[config.mk]
export PLATFORM = sky130hd
export DESIGN_NAME = aurora_rx_parser_flat
export DESIGN_NICKNAME = d
export VERILOG_FILES = /design/src/rtl/aurora_rx_parser_if.sv /design/src/rtl/aurora_rx_parser.sv /design/src/flat_wrapper.sv
export SDC_FILE = /design/constraint.sdc
export NUM_CORES = 1
export LEC_CHECK = 0
export CAP_MARGIN = 20
export CORE_MARGIN = 2
export CORE_UTILIZATION = 40
export DETAILED_ROUTE_END_ITERATION = 6
export PLACE_DENSITY = 0.69
export SLEW_MARGIN = 20
export SYNTH_ARGS = -nofsm -noshare
export SYNTH_HDL_FRONTEND = slang
export SYNTH_SLANG_ARGS = --single-unit
[constraint.sdc]
create_clock -name clk_i -period 6.9 [get_ports clk_i]
set_input_delay 1.38 -clock clk_i [delete_from_list [all_inputs] [get_ports clk_i]]
set_output_delay 1.38 -clock clk_i [all_outputs]
set_load 0.02 [all_outputs]
[src/rtl/aurora_rx_parser_if.sv]
// rtl/aurora_rx_parser_if.sv - Aurora receive lane, payload FIFO write port and status bundle
interface aurora_rx_parser_if #(
    parameter int DATA_W = 32,
    parameter int LEN_W  = 18,
    parameter int CNT_W  = 16
);
    logic [DATA_W-1:0] rx_data;
    logic              rx_data_src_rdy;
    logic              fifo_full;
    logic [DATA_W-1:0] fifo_data;
    logic              fifo_wr_en;
    logic [LEN_W-1:0]  partner_empty_slots;
    logic              partner_empty_slots_valid;
    logic              in_packet;
    logic              hdr_err;
    logic              len_err;
    logic              overflow;
    logic [CNT_W-1:0]  pkt_cnt;
    logic [CNT_W-1:0]  hdr_err_cnt;
    logic [CNT_W-1:0]  drop_cnt;

    modport master (
        output rx_data, rx_data_src_rdy, fifo_full,
        input  fifo_data, fifo_wr_en, partner_empty_slots, partner_empty_slots_valid,
               in_packet, hdr_err, len_err, overflow, pkt_cnt, hdr_err_cnt, drop_cnt
    );

    modport slave (
        input  rx_data, rx_data_src_rdy, fifo_full,
        output fifo_data, fifo_wr_en, partner_empty_slots, partner_empty_slots_valid,
               in_packet, hdr_err, len_err, overflow, pkt_cnt, hdr_err_cnt, drop_cnt
    );
endinterface

[src/rtl/aurora_rx_parser.sv]
// rtl/aurora_rx_parser.sv - splits an Aurora word stream into control slot counts and payload FIFO writes
module aurora_rx_parser #(
    parameter int              DATA_W    = 32,
    parameter int              LEN_W     = 18,
    parameter int              HEAD_W    = 4,
    parameter logic [HEAD_W-1:0] CTRL_HEAD = 4'hC,
    parameter logic [HEAD_W-1:0] DATA_HEAD = 4'hD,
    parameter int              MAX_LEN   = 2**LEN_W-1,
    parameter int              CNT_W     = 16
) (
    input  logic clk_i,
    input  logic reset_i,
    aurora_rx_parser_if.slave bus
);
    typedef enum logic [1:0] {IDLE, RECEIVE, DISCARD} state_t;

    localparam logic [LEN_W:0] MAX_LEN_X = (LEN_W+1)'(MAX_LEN);

    state_t            state;
    logic [LEN_W-1:0]  remaining;
    logic [HEAD_W-1:0] head;
    logic [LEN_W-1:0]  len_f;
    logic              last_word;

    assign head      = bus.rx_data[DATA_W-1 -: HEAD_W];
    assign len_f     = bus.rx_data[LEN_W-1:0];
    assign last_word = (remaining == LEN_W'(1));

    function automatic logic [CNT_W-1:0] sat_inc(input logic [CNT_W-1:0] v);
        return (&v) ? v : v + 1'b1;
    endfunction

    always_ff @(posedge clk_i or posedge reset_i) begin
        if (reset_i) begin
            state                         <= IDLE;
            remaining                     <= '0;
            bus.fifo_data                 <= '0;
            bus.fifo_wr_en                <= 1'b0;
            bus.partner_empty_slots       <= '0;
            bus.partner_empty_slots_valid <= 1'b0;
            bus.in_packet                 <= 1'b0;
            bus.hdr_err                   <= 1'b0;
            bus.len_err                   <= 1'b0;
            bus.overflow                  <= 1'b0;
            bus.pkt_cnt                   <= '0;
            bus.hdr_err_cnt               <= '0;
            bus.drop_cnt                  <= '0;
        end else begin
            bus.fifo_wr_en                <= 1'b0;
            bus.partner_empty_slots_valid <= 1'b0;
            bus.hdr_err                   <= 1'b0;
            bus.len_err                   <= 1'b0;
            if (bus.rx_data_src_rdy) begin
                case (state)
                    IDLE: begin
                        if (head == CTRL_HEAD) begin
                            bus.partner_empty_slots       <= len_f;
                            bus.partner_empty_slots_valid <= 1'b1;
                        end else if (head == DATA_HEAD) begin
                            if (len_f == '0) begin
                                bus.pkt_cnt <= sat_inc(bus.pkt_cnt);
                            end else if ({1'b0, len_f} <= MAX_LEN_X) begin
                                remaining     <= len_f;
                                state         <= RECEIVE;
                                bus.in_packet <= 1'b1;
                            end else begin
                                // oversized packets are still walked word by word so the stream stays aligned
                                remaining       <= len_f;
                                state           <= DISCARD;
                                bus.in_packet   <= 1'b1;
                                bus.len_err     <= 1'b1;
                                bus.hdr_err_cnt <= sat_inc(bus.hdr_err_cnt);
                            end
                        end else begin
                            bus.hdr_err     <= 1'b1;
                            bus.hdr_err_cnt <= sat_inc(bus.hdr_err_cnt);
                        end
                    end
                    RECEIVE: begin
                        if (!bus.fifo_full) begin
                            bus.fifo_data  <= bus.rx_data;
                            bus.fifo_wr_en <= 1'b1;
                        end else begin
                            bus.overflow <= 1'b1;
                            bus.drop_cnt <= sat_inc(bus.drop_cnt);
                        end
                        remaining <= remaining - 1'b1;
                        if (last_word) begin
                            state         <= IDLE;
                            bus.in_packet <= 1'b0;
                            bus.pkt_cnt   <= sat_inc(bus.pkt_cnt);
                        end
                    end
                    DISCARD: begin
                        remaining <= remaining - 1'b1;
                        if (last_word) begin
                            state         <= IDLE;
                            bus.in_packet <= 1'b0;
                        end
                    end
                    default: begin
                        state         <= IDLE;
                        bus.in_packet <= 1'b0;
                    end
                endcase
            end
        end
    end
endmodule

[src/flat_wrapper.sv]
// flat-port wrapper written by rule: the top's interface ports become plain ports
module aurora_rx_parser_flat 
#(
    parameter int              DATA_W    = 32,
    parameter int              LEN_W     = 18,
    parameter int              HEAD_W    = 4,
    parameter logic [HEAD_W-1:0] CTRL_HEAD = 4'hC,
    parameter logic [HEAD_W-1:0] DATA_HEAD = 4'hD,
    parameter int              MAX_LEN   = 2**LEN_W-1,
    parameter int              CNT_W     = 16
)
  (clk_i, reset_i, bus_rx_data, bus_rx_data_src_rdy, bus_fifo_full, bus_fifo_data, bus_fifo_wr_en, bus_partner_empty_slots, bus_partner_empty_slots_valid, bus_in_packet, bus_hdr_err, bus_len_err, bus_overflow, bus_pkt_cnt, bus_hdr_err_cnt, bus_drop_cnt);
  aurora_rx_parser_if #(.DATA_W(DATA_W), .LEN_W(LEN_W), .CNT_W(CNT_W)) bus_i ();
  input  logic clk_i;
  input  logic reset_i;
  input wire logic [$bits(bus_i.rx_data)-1:0] bus_rx_data;
  input wire logic [$bits(bus_i.rx_data_src_rdy)-1:0] bus_rx_data_src_rdy;
  input wire logic [$bits(bus_i.fifo_full)-1:0] bus_fifo_full;
  output wire logic [$bits(bus_i.fifo_data)-1:0] bus_fifo_data;
  output wire logic [$bits(bus_i.fifo_wr_en)-1:0] bus_fifo_wr_en;
  output wire logic [$bits(bus_i.partner_empty_slots)-1:0] bus_partner_empty_slots;
  output wire logic [$bits(bus_i.partner_empty_slots_valid)-1:0] bus_partner_empty_slots_valid;
  output wire logic [$bits(bus_i.in_packet)-1:0] bus_in_packet;
  output wire logic [$bits(bus_i.hdr_err)-1:0] bus_hdr_err;
  output wire logic [$bits(bus_i.len_err)-1:0] bus_len_err;
  output wire logic [$bits(bus_i.overflow)-1:0] bus_overflow;
  output wire logic [$bits(bus_i.pkt_cnt)-1:0] bus_pkt_cnt;
  output wire logic [$bits(bus_i.hdr_err_cnt)-1:0] bus_hdr_err_cnt;
  output wire logic [$bits(bus_i.drop_cnt)-1:0] bus_drop_cnt;
  assign bus_i.rx_data = bus_rx_data;
  assign bus_i.rx_data_src_rdy = bus_rx_data_src_rdy;
  assign bus_i.fifo_full = bus_fifo_full;
  assign bus_fifo_data = bus_i.fifo_data;
  assign bus_fifo_wr_en = bus_i.fifo_wr_en;
  assign bus_partner_empty_slots = bus_i.partner_empty_slots;
  assign bus_partner_empty_slots_valid = bus_i.partner_empty_slots_valid;
  assign bus_in_packet = bus_i.in_packet;
  assign bus_hdr_err = bus_i.hdr_err;
  assign bus_len_err = bus_i.len_err;
  assign bus_overflow = bus_i.overflow;
  assign bus_pkt_cnt = bus_i.pkt_cnt;
  assign bus_hdr_err_cnt = bus_i.hdr_err_cnt;
  assign bus_drop_cnt = bus_i.drop_cnt;
  aurora_rx_parser #(.DATA_W(DATA_W), .LEN_W(LEN_W), .HEAD_W(HEAD_W), .CTRL_HEAD(CTRL_HEAD), .DATA_HEAD(DATA_HEAD), .MAX_LEN(MAX_LEN), .CNT_W(CNT_W)) u_core (.clk_i(clk_i), .reset_i(reset_i), .bus(bus_i));
endmodule
; Yosys cells after proc, flatten, opt, wreduce, memory -nomap -nowiden
; Cells that the tools add are included.
[op_classes]
n_addsub = 4
multipliers = 0
div = 0
n_lt_le_gt_ge = 0
n_eq_ne = 11
n_shift = 0
mux = 30
bitwise_logic = 5
n_reduce_logical = 16
[op_table]
columns = operator, count
row1 = 16-bit 2-to-1 mux, 5
row2 = 18-bit 2-to-1 mux, 3
row3 = "16-bit by 1-bit adder with 16-bit output, second input constant", 3
row4 = 16-bit AND reduction, 3
row5 = 18-bit case mux with 2 select lines, 1
row6 = 16-bit case mux with 2 select lines, 1
row7 = "18-bit by 1-bit == test with 1-bit output, second input constant", 1
row8 = 18-bit zero test, 1
row9 = "18-bit by 1-bit subtractor with 18-bit output, second input constant", 1
row10 = 5-bit AND reduction, 3
row11 = 1-bit 2-to-1 mux, 14
row12 = 3-bit AND reduction, 3
row13 = "4-bit == test, second input constant", 2
row14 = 2-bit 2-to-1 mux, 4
row15 = "2-bit by 1-bit != test with 1-bit output, second input constant", 4
row16 = 6-bit AND reduction, 1
row17 = 1-bit NOT, 5
row18 = "2-bit != test, second input constant", 2
row19 = 2-bit case mux with 2 select lines, 1
row20 = 4-bit AND reduction, 1
row21 = 2-bit nonzero test, 2
row22 = "2-bit by 1-bit == test with 1-bit output, second input constant", 1
row23 = "2-bit == test, second input constant", 1
row24 = 2-bit zero test, 1
row25 = other kinds (2), 2
[word_totals]
register_bits = 123
latchBits = 0
ram_bits = 0
mem_bits_ro = 0
inputBits = 36
out_inout_bits = 104
elab_cells = 78
n_memories = 0

; Depth between registers and ports, before layout
[depth]
word_depth = 6
depth_mapped = 8

; Least setup slack after synthesis
; Ideal clock, no wire load.
[synth_path]
path_kind = input to register
from = input bus_rx_data[5]
to = register u_core.bus.pkt_cnt[1] (netlist bit)
setup_ns = 0.125
t_arrival_ns = 2.870
required_time_ns = 6.775
path_slack_ns = 3.905
stages = 7
path_buffers = 2
cell_sequence = nor4_1 > and3_1 > buf_2 > nand3_1 > buf_2 > a21oi_2 > mux2_2
[synth_between]
elab_chain_cells = 3
[synth_lines]
columns = item, line_no
row1 = start: declaration, flat_wrapper.sv:16  ; input wire logic [$bits(bus_i.rx_data)-1:0] bus_rx_data;
row2 = 18-bit zero test, aurora_rx_parser.sv:60  ; if (len_f == '0) begin
row3 = 2-bit by 1-bit != test with 1-bit output (no line), n/a
row4 = 6-bit AND reduction (no line), n/a
row5 = end signal: assignment, aurora_rx_parser.sv:61  ; bus.pkt_cnt <= sat_inc(bus.pkt_cnt);
row6 = end signal: assignment, aurora_rx_parser.sv:91  ; bus.pkt_cnt <= sat_inc(bus.pkt_cnt);
row7 = end: declaration, aurora_rx_parser_if.sv:31  ; in_packet, hdr_err, len_err, overflow, pkt_cnt, hdr_err_cnt, drop_cnt
; No other way between the ends.
; A chain may end at the register's enable or synchronous reset.

; Final worst setup path
[layout_path]
from = input bus_rx_data_src_rdy
to = register u_core.bus.pkt_cnt[11] (netlist bit)
[layout_between]
elab_chain_cells = 1
[layout_lines]
columns = item, line_no
row1 = start: declaration, flat_wrapper.sv:17  ; input wire logic [$bits(bus_i.rx_data_src_rdy)-1:0] bus_rx_data_src_rdy;
row2 = 6-bit AND reduction (no line), n/a
; No other way between the ends.

==> results by group <==
Hold path
  – Hold depth: 2
  – Hold worst-path end: u_core.bus.fifo_data[27]
  – Hold Crit Class: flip-flop to flip-flop
  – Worst Hold Launch: u_core.bus.fifo_data[27]

Synthesis
  – Register area share after synthesis: 52.69%
  – Syn Nets: between 500 and 600
  – Yosys top cell by area: dfrtp_1
  – Synth cell count leaders: dfrtp_1, nand2_1, mux2_2
  – Cells after Synth: 534
  – Mapped Area: 5747 sq um
  – Async set-reset flop share out of synthesis: 100.0%
  – Top cell type's share of synthesized area: ~53%
  – Synth Register Bits: 121
  – YS warnings: 0
  – Synthesized area per cell: 10.76 sq um
  – Post-synth top flop: dfrtp_1
  – Top cells by area, synth: dfrtp_1, mux2_2, nand2_1
  – Yosys cell types: 65
  – Top-count cell post-synth: dfrtp_1
  – Post-synth EDFFs: 0

Timing
  – Final setup vio count: 0
  – Setup Skew: about 0.0059 ns
  – Min Tclk post-route: 3.842 ns
  – Final-report hold violation count: 0
  – Slew @ Worst Pin: ~1.1 ns
  – RSZ-0062 raised after global routing: no
  – Worst rel slew slack: between 20% and 30%
  – Post-route setup TNS: 0 ns
  – Final period util: 55.69%
  – Slew Viols, Final: 0
  – Fmax: 260.3 MHz

Worst setup path
  – CP Capture Type: flip-flop
  – CP Buf/Inv Count: 1
  – CP max-delay cell: o21ai_1
  – Crit path kind: input port to flip-flop
  – Critical-path cell list: clkdlybuf4s50_1 -> nand2_1 -> o21ai_1 -> o31ai_4 -> a2111oi_1 -> xor2_1
  – Origin of the worst setup path: bus_rx_data_src_rdy
  – RR Endpoint: u_core.bus.partner_empty_slots[5]
  – CP arrival: 4.12 ns
  – Startpoint Class: input port
  – Critical Path Stages: 6
  – Worst endpoint required time: approximately 7 ns
  – Worst Reg2Reg Path Length in Cells: 5
  – Worst R2R Setup Slack: 4.26 ns
  – CP peak stage delay: about 0.8 ns
  – RR Startpoint: u_core.state[0]
  – Maximum fanout along the worst path: 15
  – Critical path's top delay family: compound AO/OA/AOI/OAI gates

Pwr
  – Leakage: 0.003410 uW
  – Flop pwr share: 37.4%
  – Sw power: 953.7 uW
  – Clk network pwr share: about 30%
  – Max IR drop VDD: 0.2032 mV
  – Overall Power: 2816 uW
  – Logic gate share of total power: 32.6%
  – Pint: between 1500 and 2000 uW
  – Sw Ratio: 33.86%
  – Power per cell area: between 300 and 400 nW/um^2

Route
  – DRC: 0
  – Drt pass-1 iters: 5
  – Vias: about 4700
  – Number of vias per cell: roughly 5.4
  – Total wire length: 14520 microns
  – Per-cell routed wire length: between 15 and 20 microns
  – Routed Antenna Nets: 0
  – DRT iter0 DRCs: 239

Floorplan
  – Initial Utilization: 41.24%
  – I/O Pins: 140
  – Core ar.: 13930 sq um
  – Die width: 123.9 microns
  – Row count: 43
  – Die Height: ~120 microns
  – Die ar.: 15340 sq um

Global route
  – GRT Overall Usage: 19.97%
  – GR Overflow Total: 0
  – Initial antenna violation count: 0
  – First-pass GRT wire length: 23490 microns
  – Vias in the first global route: 4655
  – Largest net degree at the start of global routing: 78

Clock network
  – Root Buffer: clkbuf_16
  – Clk Latency, worst-skew pair: 0.42 ns
  – CTS clk-pin slew, worst paths: 0.05 ns
  – Post-CTS Repair Setup Buffers: 0
  – Clock tree buffer depth: 2
  – Hold_buf cts: 0
  – CTS sink count: around 120
  – CTS H-tree lvls: 4
  – Cts repair resizes: 0
  – CTS buffer count: 17
  – CTS tree: yes

Cells and area
  – Diode count: 0
  – Layout cells sized above 1: 12.52%
  – Area Overhead vs Synth: 36.77%
  – Fillers: about 1200
  – Nets: 715

Flow run
  – Max cap viols: 0

Run status
  – Status: finished, final reports clean

Placement
  – GP Congestion: 0.9198
  – Hpwl dp: 10120 microns
  – IO buf count: 138
-- worst max-delay path by stage --
stage                                   endpoint  slack, ns
after floorplan           u_core.bus.drop_cnt[0]       2.31
after global placement     u_core.bus.pkt_cnt[9]       2.88
after detailed placement  u_core.bus.pkt_cnt[11]       2.68
after CTS                 u_core.bus.pkt_cnt[11]       3.16
after global routing       u_core.bus.pkt_cnt[9]       2.93
final                     u_core.bus.pkt_cnt[11]       3.06
-- metrics by stage --
stage               instance area (sq um)  utilization [%]  hold WS (ns)  setup slack, ns  cells
floorplan                            5747                -        0.4824            2.306    534
global placement                     7289            52.31        0.4590            2.883    835
detailed placement                   7289            52.31        0.4618            2.677    835
CTS                                  7860            56.41        0.4757            3.156    867
global route                         7860            56.41        0.4952            2.934    867
finish                               7860            56.41        0.4734            3.058    867
-- sequential cells by signal, summed over array words and instances, names as in the netlist --
register,cells
u_core.bus.overflow,1
u_core.bus.pkt_cnt,16
u_core.remaining,18
u_core.bus.partner_empty_slots,18
u_core.bus.hdr_err_cnt,16
u_core.bus.drop_cnt,16
u_core.bus.fifo_wr_en,1
u_core.bus.partner_empty_slots_valid,1
u_core.bus.fifo_data,32
u_core.state,1
u_core.bus.hdr_err,1
-- routing by layer --
metal | share of wire (%) | wire (microns) | global-route usage (%) | vias up
met5 | 0 | 0 | 0 | -
met4 | 2.6 | 378 | 9.446 | 0
met3 | 6.6 | 958 | 5.586 | 28
met2 | 48 | 6913 | 30.43 | 156
met1 | 43 | 6266 | 26.36 | 2316
li1 | - | - | - | 2194
-- final cells by class --
class                      instances  area (sq um)  share of cell area, %
clock buffer                      25         505.5                  6.431
clock inverter                     7         65.06                 0.8278
inverter                          19         73.82                 0.9392
multi-input combinational        373          2551                  32.46
sequential                       121          3028                  38.52
tap                              180         225.2                  2.865
timing repair buffer             142          1411                  17.96
-- power groups by stage --
stage,clock [uW],sequential (uW),combinational (uW)
floorplan,0,1200,370
global placement,0,1050,904
global route,894,1080,995
finish,845,1050,918
detailed placement,0,1060,922
CTS,861,1050,925
-- worst register-to-register path, delay by kind of cell (launching register included) --
kind                   cells  cell delay (ns)
AND/OR/NAND/NOR            2             0.97
multiplexers               1             0.43
buffers and inverters      2             0.80
flip-flops                 1             0.32
-- cells by family after synthesis --
logic type / Yosys count / synth area share [%]
other: 1 / 0.06525
AOI/OAI and AO/OA: 85 / 10.76
and+or+nand+nor: 198 / 17.85
adders and majority gates: 5 / 1.089
DFF: 121 / 52.69
buffers and inverters: 40 / 2.917
muxes: 44 / 8.535
xor gates and xnor gates: 40 / 6.096
-- layout by cell type, fill, tap and decap left out, drive strengths merged, types with 3 or more instances in the layout --
| cell type | instances |
|---|---|
| a2111oi | 6 |
| a211oi | 9 |
| a21oi | 15 |
| a31oi | 6 |
| and2 | 5 |
| and3 | 12 |
| and4 | 7 |
| buf | 4 |
| clkbuf | 25 |
| clkdlybuf4s50 | 138 |
| clkinv | 5 |
| dfrtp | 121 |
| ha | 5 |
| inv | 18 |
| mux2 | 40 |
| mux2i | 4 |
| nand2 | 71 |
| nand2b | 3 |
| nand3 | 31 |
| nand4 | 7 |
| nor2 | 28 |
| nor3 | 12 |
| nor4 | 9 |
| o21ai | 21 |
| o22ai | 4 |
| o311ai | 5 |
| or3 | 6 |
| or4 | 3 |
| xnor2 | 15 |
| xor2 | 25 |
(Power assumes the default switching activity.)
